==> src/rtl/vm_fetch_sequencer.sv <==
// rtl/vm_fetch_sequencer.sv - program fetch/issue sequencer with redirect, drain and iteration loop
module vm_fetch_sequencer #(
  parameter int PROG_LEN = 256,
  parameter int ITER_CNT = 2048,
  parameter int ITER_W   = 11
) (
  input  logic              clk,
  input  logic              nreset,
  input  logic              start_i,
  output logic [7:0]        prog_addr_o,
  output logic              prog_rd_o,
  input  logic [63:0]       prog_data_i,
  output logic [63:0]       instr_o,
  output logic              instr_v_o,
  input  logic              issue_ready_i,
  input  logic              branch_taken_i,
  input  logic [7:0]        branch_target_i,
  input  logic              exec_idle_i,
  output logic              loop_v_o,
  input  logic              loop_ack_i,
  output logic [ITER_W-1:0] iter_o,
  output logic              busy_o,
  output logic              done_o
);

  localparam logic [7:0]        LAST_PC   = 8'(PROG_LEN - 1);
  localparam logic [ITER_W-1:0] LAST_ITER = ITER_W'(ITER_CNT - 1);

  typedef enum logic [2:0] {
    ST_IDLE,
    ST_RUN,
    ST_DRAIN,
    ST_LOOP,
    ST_DONE
  } state_e;

  state_e            state_q, state_d;
  logic [7:0]        pc_q, pc_d;
  logic [ITER_W-1:0] iter_q, iter_d;
  logic              inflight_q, inflight_d;
  logic [1:0]        cnt_q, cnt_d;
  logic              rd_ptr_q, rd_ptr_d;
  logic              wr_ptr_q, wr_ptr_d;
  logic [63:0]       buf0_q, buf0_d;
  logic [63:0]       buf1_q, buf1_d;

  logic              fetching;
  logic              redirect;
  logic              push;
  logic              pop;
  logic [2:0]        occ_after;

  always_comb begin
    fetching    = (state_q == ST_RUN) || (state_q == ST_DRAIN);
    redirect    = fetching && branch_taken_i;
    instr_v_o   = (cnt_q != 2'd0) && !redirect;
    instr_o     = rd_ptr_q ? buf1_q : buf0_q;
    pop         = instr_v_o && issue_ready_i;
    // Returning data is dropped in a redirect cycle; that is the kill of the in-flight read.
    push        = inflight_q && !redirect;
    occ_after   = 3'(cnt_q) + {2'b00, inflight_q} - {2'b00, pop};
    prog_rd_o   = (state_q == ST_RUN) && !branch_taken_i && (occ_after < 3'd2);
    prog_addr_o = pc_q;
    loop_v_o    = (state_q == ST_LOOP);
    busy_o      = fetching || (state_q == ST_LOOP);
    done_o      = (state_q == ST_DONE);
    iter_o      = iter_q;
  end

  always_comb begin
    state_d    = state_q;
    pc_d       = pc_q;
    iter_d     = iter_q;
    inflight_d = prog_rd_o;
    cnt_d      = cnt_q;
    rd_ptr_d   = rd_ptr_q;
    wr_ptr_d   = wr_ptr_q;
    buf0_d     = buf0_q;
    buf1_d     = buf1_q;

    if (redirect) begin
      cnt_d    = 2'd0;
      rd_ptr_d = 1'b0;
      wr_ptr_d = 1'b0;
    end else begin
      if (push) begin
        if (wr_ptr_q) buf1_d = prog_data_i;
        else          buf0_d = prog_data_i;
        wr_ptr_d = !wr_ptr_q;
      end
      if (pop) rd_ptr_d = !rd_ptr_q;
      cnt_d = cnt_q + {1'b0, push} - {1'b0, pop};
    end

    case (state_q)
      ST_IDLE, ST_DONE: begin
        if (start_i) begin
          state_d = ST_RUN;
          pc_d    = 8'd0;
          iter_d  = '0;
        end
      end
      ST_RUN: begin
        if (redirect) begin
          pc_d = branch_target_i;
        end else if (prog_rd_o) begin
          // pc parks on the last address rather than wrapping.
          if (pc_q == LAST_PC) state_d = ST_DRAIN;
          else                 pc_d    = pc_q + 8'd1;
        end
      end
      ST_DRAIN: begin
        if (redirect) begin
          state_d = ST_RUN;
          pc_d    = branch_target_i;
        end else if ((cnt_q == 2'd0) && !inflight_q && exec_idle_i) begin
          state_d = ST_LOOP;
        end
      end
      ST_LOOP: begin
        if (loop_ack_i) begin
          if (iter_q == LAST_ITER) begin
            state_d = ST_DONE;
          end else begin
            state_d = ST_RUN;
            iter_d  = iter_q + ITER_W'(1);
            pc_d    = 8'd0;
          end
        end
      end
      default: state_d = ST_IDLE;
    endcase
  end

  always_ff @(posedge clk or negedge nreset) begin
    if (!nreset) begin
      state_q    <= ST_IDLE;
      pc_q       <= 8'd0;
      iter_q     <= '0;
      inflight_q <= 1'b0;
      cnt_q      <= 2'd0;
      rd_ptr_q   <= 1'b0;
      wr_ptr_q   <= 1'b0;
      buf0_q     <= 64'd0;
      buf1_q     <= 64'd0;
    end else begin
      state_q    <= state_d;
      pc_q       <= pc_d;
      iter_q     <= iter_d;
      inflight_q <= inflight_d;
      cnt_q      <= cnt_d;
      rd_ptr_q   <= rd_ptr_d;
      wr_ptr_q   <= wr_ptr_d;
      buf0_q     <= buf0_d;
      buf1_q     <= buf1_d;
    end
  end

endmodule

==> config.mk <==
export PLATFORM = sky130hd
export DESIGN_NAME = vm_fetch_sequencer
export DESIGN_NICKNAME = d
export VERILOG_FILES = /design/src/rtl/vm_fetch_sequencer.sv
export SDC_FILE = /design/constraint.sdc
export NUM_CORES = 1
export LEC_CHECK = 0
export BUFFER_PORTS_ARGS = -buffer_cell sky130_fd_sc_hd__buf_2
export CORE_MARGIN = 5
export CORE_UTILIZATION = 50
export DETAILED_ROUTE_END_ITERATION = 10
export GPL_ROUTABILITY_DRIVEN = 0
export GPL_TIMING_DRIVEN = 0
export PLACE_DENSITY = 0.72
export SYNTH_ARGS = -nofsm -noshare
export SYNTH_HDL_FRONTEND = slang
export SYNTH_SLANG_ARGS = --single-unit
==> constraint.sdc <==
create_clock -name clk -period 6.3 [get_ports clk]
set_clock_uncertainty 0.15 [all_clocks]
set_input_delay 1.26 -clock clk [delete_from_list [all_inputs] [get_ports clk]]
set_output_delay 1.26 -clock clk [all_outputs]
set_load 0.05 [all_outputs]
==> summary.log <==
INFO  clock_tree     clk_latency=0.41ns
INFO  timing         final_max_slew_viol_count=0
INFO  grt            antenna_found_initial=0
INFO  setup_path     startpoint_of_the_worst_register_to_register_path=state_q[1]
INFO  power          relative_contribution_of_sequential_cells_to_total_power=29.3%
INFO  timing         timing.setup.tns=0ns
INFO  grt            largest_net_degree_at_the_start_of_global_routing=82
INFO  clock_tree     cts.repair.resized=0
INFO  routing        drcViolationCount=0
INFO  synth          yosys_warnings=0
INFO  finish         n_antenna_cell=0
INFO  finish         synthToLayoutAreaGrowth=21.99%
INFO  placed_design  post_dp_cell_area=8638squm
INFO  power          power.share.combinational=53.7%
INFO  setup_path     worst-endpoint-arrival=3.32ns
INFO  finish         layout_commonest_cell=sky130_fd_sc_hd__buf_2
INFO  power          intPower=3.151mW
INFO  clock_tree     cts_root_buffer=sky130_fd_sc_hd__clkbuf_16
INFO  timing         finalHoldViolCount=0
INFO  timing         fmax=211.3MHz
INFO  finish         final_cell_area=9203squm
INFO  synth          synthFlopType=sky130_fd_sc_hd__dfrtp_1
INFO  routing        antenna_violating_nets_post_route=0
INFO  setup_path     data_required_time_of_the_worst_path=4.89ns
INFO  synth          synth_cell_type_count=55
INFO  die            initial_cell_density_of_the_core=51.51%
INFO  synth          postSynthCellCount=541
INFO  clock_tree     clock_tree.buffer_depth=2
INFO  finish         total_nets_final=811
INFO  setup_path     critical_path.max_fanout=8
INFO  timing         final.setup.worst_slack=1.567ns
INFO  timing         transition_time_at_the_pin_with_the_least_slew_margin=0.7557ns
INFO  finish         multiInputGateArea=3396squm
INFO  die            io_pins=167
INFO  clock_tree     cts_num_sinks=155
INFO  die            die_h=132.8um
INFO  routing        route.detailed.vias_per_inst=5.409
INFO  placed_design  count_of_input_and_output_buffers=166
INFO  power          power_density=618.3nW/um^2
INFO  clock_tree     cts_tree=yes
INFO  hold_path      worstHoldPathType=reg2reg
INFO  power          max-vdd-ir-drop=0.3506mV
INFO  routing        routed_wl=16060um
INFO  hold_path      min-delay-start=buf1_q[11]
INFO  die            die_w=132.8um
INFO  grt            first_global_vias=5473
INFO  synth          synth.net_count=625
INFO  timing         slew_headroom=49.62%
INFO  clock_tree     cts.hold.buffers_added=0
INFO  clock_tree     cts_setup_buffers=0
INFO  synth          yosysSeqAreaShare=51.42%
INFO  setup_path     worstSetupEndpointType=output pin
INFO  finish         final_layout_size_suffix_gt1_share=57.97%
INFO  routing        dr.pass1.iters=4
INFO  grt            grt_pass1_wl=27190um
INFO  routing        post_drt_wl_per_cell=17.38um
INFO  die            die_area=17640squm
INFO  finish         fillerInstances=1143
INFO  synth          synth_area_per_cell=13.94squm
INFO  clock_tree     cts_htree_levels=4
INFO  finish         leading_cell_types_in_the_layout_fill_and_taps_excluded=sky130_fd_sc_hd__buf_2 (167), sky130_fd_sc_hd__dfrtp_1 (155), sky130_fd_sc_hd__mux2_2 (134), sky130_fd_sc_hd__mux2_4 (60), sky130_fd_sc_hd__nor2_1 (22)
INFO  synth          syn_area=7543squm
INFO  power          pwr-share-clk=17.0%
INFO  setup_path     critical_path.startpoint_type=input port
INFO  placed_design  pre_cts_ws=1.572ns
INFO  grt            grt_util_all_layers=18.85%
INFO  run            max-cap-violations=0
INFO  clock_tree     number_of_buffers_inserted_during_clock_tree_synthesis=17
INFO  grt            grt_overflow=0
INFO  routing        drt_iter0_drcs=188
INFO  die            row_count=44
INFO  routing        vias=4998
INFO  power          total_switching_power=2.539mW
INFO  status         run_status=complete, no violations
INFO  timing         setup_viol=0
INFO  synth          yosys_register_bits=155
INFO  setup_path     critical_path.startpoint=branch_taken_i
INFO  power          p_leak=4.492nW
INFO  finish         sequential_cell_area=3879squm
INFO  clock_tree     cts.reportedPaths.clkPinSlew=0.06ns
INFO  die            core_area=14640squm
INFO  timing         period_share=75.13%
INFO  synth          async_flop_share=100.0%
INFO  setup_path     crit_type=in2out
INFO  synth          synth-edff-count=0
INFO  timing         rsz0062_at_grt=no
INFO  timing         period_needed=4.733ns
INFO  power          power_switching_share=44.62%
INFO  placed_design  dpl.hpwl=11340um
## worst max-delay path, cell delays in order
cell and delay, ns:
sky130_fd_sc_hd__buf_2 0.16, sky130_fd_sc_hd__nand2b_1 0.10, sky130_fd_sc_hd__nor2_2 0.30, sky130_fd_sc_hd__nor2_1 0.12, sky130_fd_sc_hd__nor2b_1 0.12, sky130_fd_sc_hd__o21ai_0 0.10
sky130_fd_sc_hd__fa_1 0.39, sky130_fd_sc_hd__xnor2_1 0.19, sky130_fd_sc_hd__nand2_1 0.10, sky130_fd_sc_hd__nor2_1 0.18, sky130_fd_sc_hd__buf_2 0.30
## Yosys cell counts, types with 2 or more instances
| cell type | instances | area (sq um) |
|---|---|---|
| sky130_fd_sc_hd__dfrtp_1 | 155 | 3879 |
| sky130_fd_sc_hd__mux2_2 | 134 | 1509 |
| sky130_fd_sc_hd__mux2_4 | 60 | 900.9 |
| sky130_fd_sc_hd__nor2_1 | 22 | 82.58 |
| sky130_fd_sc_hd__o21ai_0 | 18 | 90.09 |
| sky130_fd_sc_hd__buf_6 | 17 | 191.4 |
| sky130_fd_sc_hd__nand2_1 | 13 | 48.80 |
| sky130_fd_sc_hd__a21oi_1 | 10 | 50.05 |
| sky130_fd_sc_hd__clkbuf_1 | 9 | 33.78 |
| sky130_fd_sc_hd__nand3_1 | 9 | 45.04 |
| sky130_fd_sc_hd__inv_1 | 8 | 30.03 |
| sky130_fd_sc_hd__nor3_1 | 8 | 40.04 |
| sky130_fd_sc_hd__and3_1 | 6 | 37.54 |
| sky130_fd_sc_hd__xnor2_1 | 5 | 43.79 |
| sky130_fd_sc_hd__ha_1 | 4 | 50.05 |
| sky130_fd_sc_hd__o21ai_1 | 4 | 20.02 |
| sky130_fd_sc_hd__nand2b_1 | 3 | 18.77 |
| sky130_fd_sc_hd__nand4_1 | 3 | 18.77 |
| sky130_fd_sc_hd__nor2_2 | 3 | 18.77 |
| sky130_fd_sc_hd__nor4_1 | 3 | 18.77 |
| sky130_fd_sc_hd__o21ai_2 | 3 | 26.28 |
| sky130_fd_sc_hd__xor2_1 | 3 | 26.28 |
| sky130_fd_sc_hd__a22oi_1 | 2 | 15.01 |
| sky130_fd_sc_hd__a31oi_1 | 2 | 12.51 |
| sky130_fd_sc_hd__and2_1 | 2 | 12.51 |
| sky130_fd_sc_hd__and4_1 | 2 | 17.52 |
| sky130_fd_sc_hd__buf_2 | 2 | 10.01 |
| sky130_fd_sc_hd__nor2b_1 | 2 | 12.51 |
| sky130_fd_sc_hd__o22a_1 | 2 | 17.52 |
| sky130_fd_sc_hd__o41ai_1 | 2 | 17.52 |
## layout make-up
cell class                 count  area share, %
buffer                        28          2.556
clock buffer                  17          4.623
clock inverter                15          1.509
inverter                       9         0.3671
multi-input combinational    349          36.90
sequential                   155          42.15
tap                          184          2.502
timing repair buffer         167          9.395
## state kept, by name, summed over array words and instances (netlist names)
register     cells
buf0_q          64
buf1_q          64
cnt_q            2
inflight_q       1
iter_o          11
prog_addr_o      8
rd_ptr_q         1
state_q          3
wr_ptr_q         1
## power by group through the flow
stage | Combinational (mW) | Sequential (mW) | Clock [mW]
after floorplan | 2.42 | 1.70 | 0
after global placement | 3.03 | 1.64 | 0
after detailed placement | 3.07 | 1.68 | 0
after CTS | 3.09 | 1.67 | 0.998
after global routing | 3.24 | 1.72 | 1.04
final | 3.05 | 1.67 | 0.970
## final timing paths
check / end / slack [ns] / cells past startpoint
setup reg to reg: state_q[2] / 3.20 / 11
setup / recovery: prog_rd_o / 1.57 / 11
max in group asynchronous: buf1_q[51] / 4.47 / 2
hold reg to reg: buf1_q[11] / 0.35 / 1
hold / removal: buf1_q[11] / 0.35 / 1
min in group asynchronous: buf0_q[17] / 0.72 / 1
## layer usage
metal	wire length, um	vias up	share of wire [%]	GRT usage (%)
met5	0	-	0	0
met4	275	0	1.7	6.293
met3	865	23	5.4	4.973
met2	7859	141	49	31.09
met1	7059	2494	44	24.23
li1	-	2340	-	-
## kinds of logic (layout without fill, tap and decap cells)
kind of cell,Yosys count,count (layout),share of synthesized area (%)
adders and majority gates,5,5,0.9289
buffers and inverters,37,236,3.566
xor gates and xnor gates,8,8,0.9289
muxes,194,194,31.95
and+or+nand+nor,86,86,6.303
DFF,155,155,51.42
AOI/OAI and AO/OA,56,56,4.910
## per-stage QoR
| step | cells | power [mW] | util, % | hold WS, ns |
|---|---|---|---|---|
| floorplan | 541 | 4.119 | - | 0.3236 |
| detailed placement | 892 | 4.749 | 58.99 | 0.3381 |
| global placement | 891 | 4.674 | 58.76 | 0.3308 |
| finish | 924 | 5.690 | 62.84 | 0.3504 |
| global route | 924 | 6.000 | 62.84 | 0.3664 |
| CTS | 924 | 5.754 | 62.84 | 0.3531 |
(Power assumes the default switching activity.)
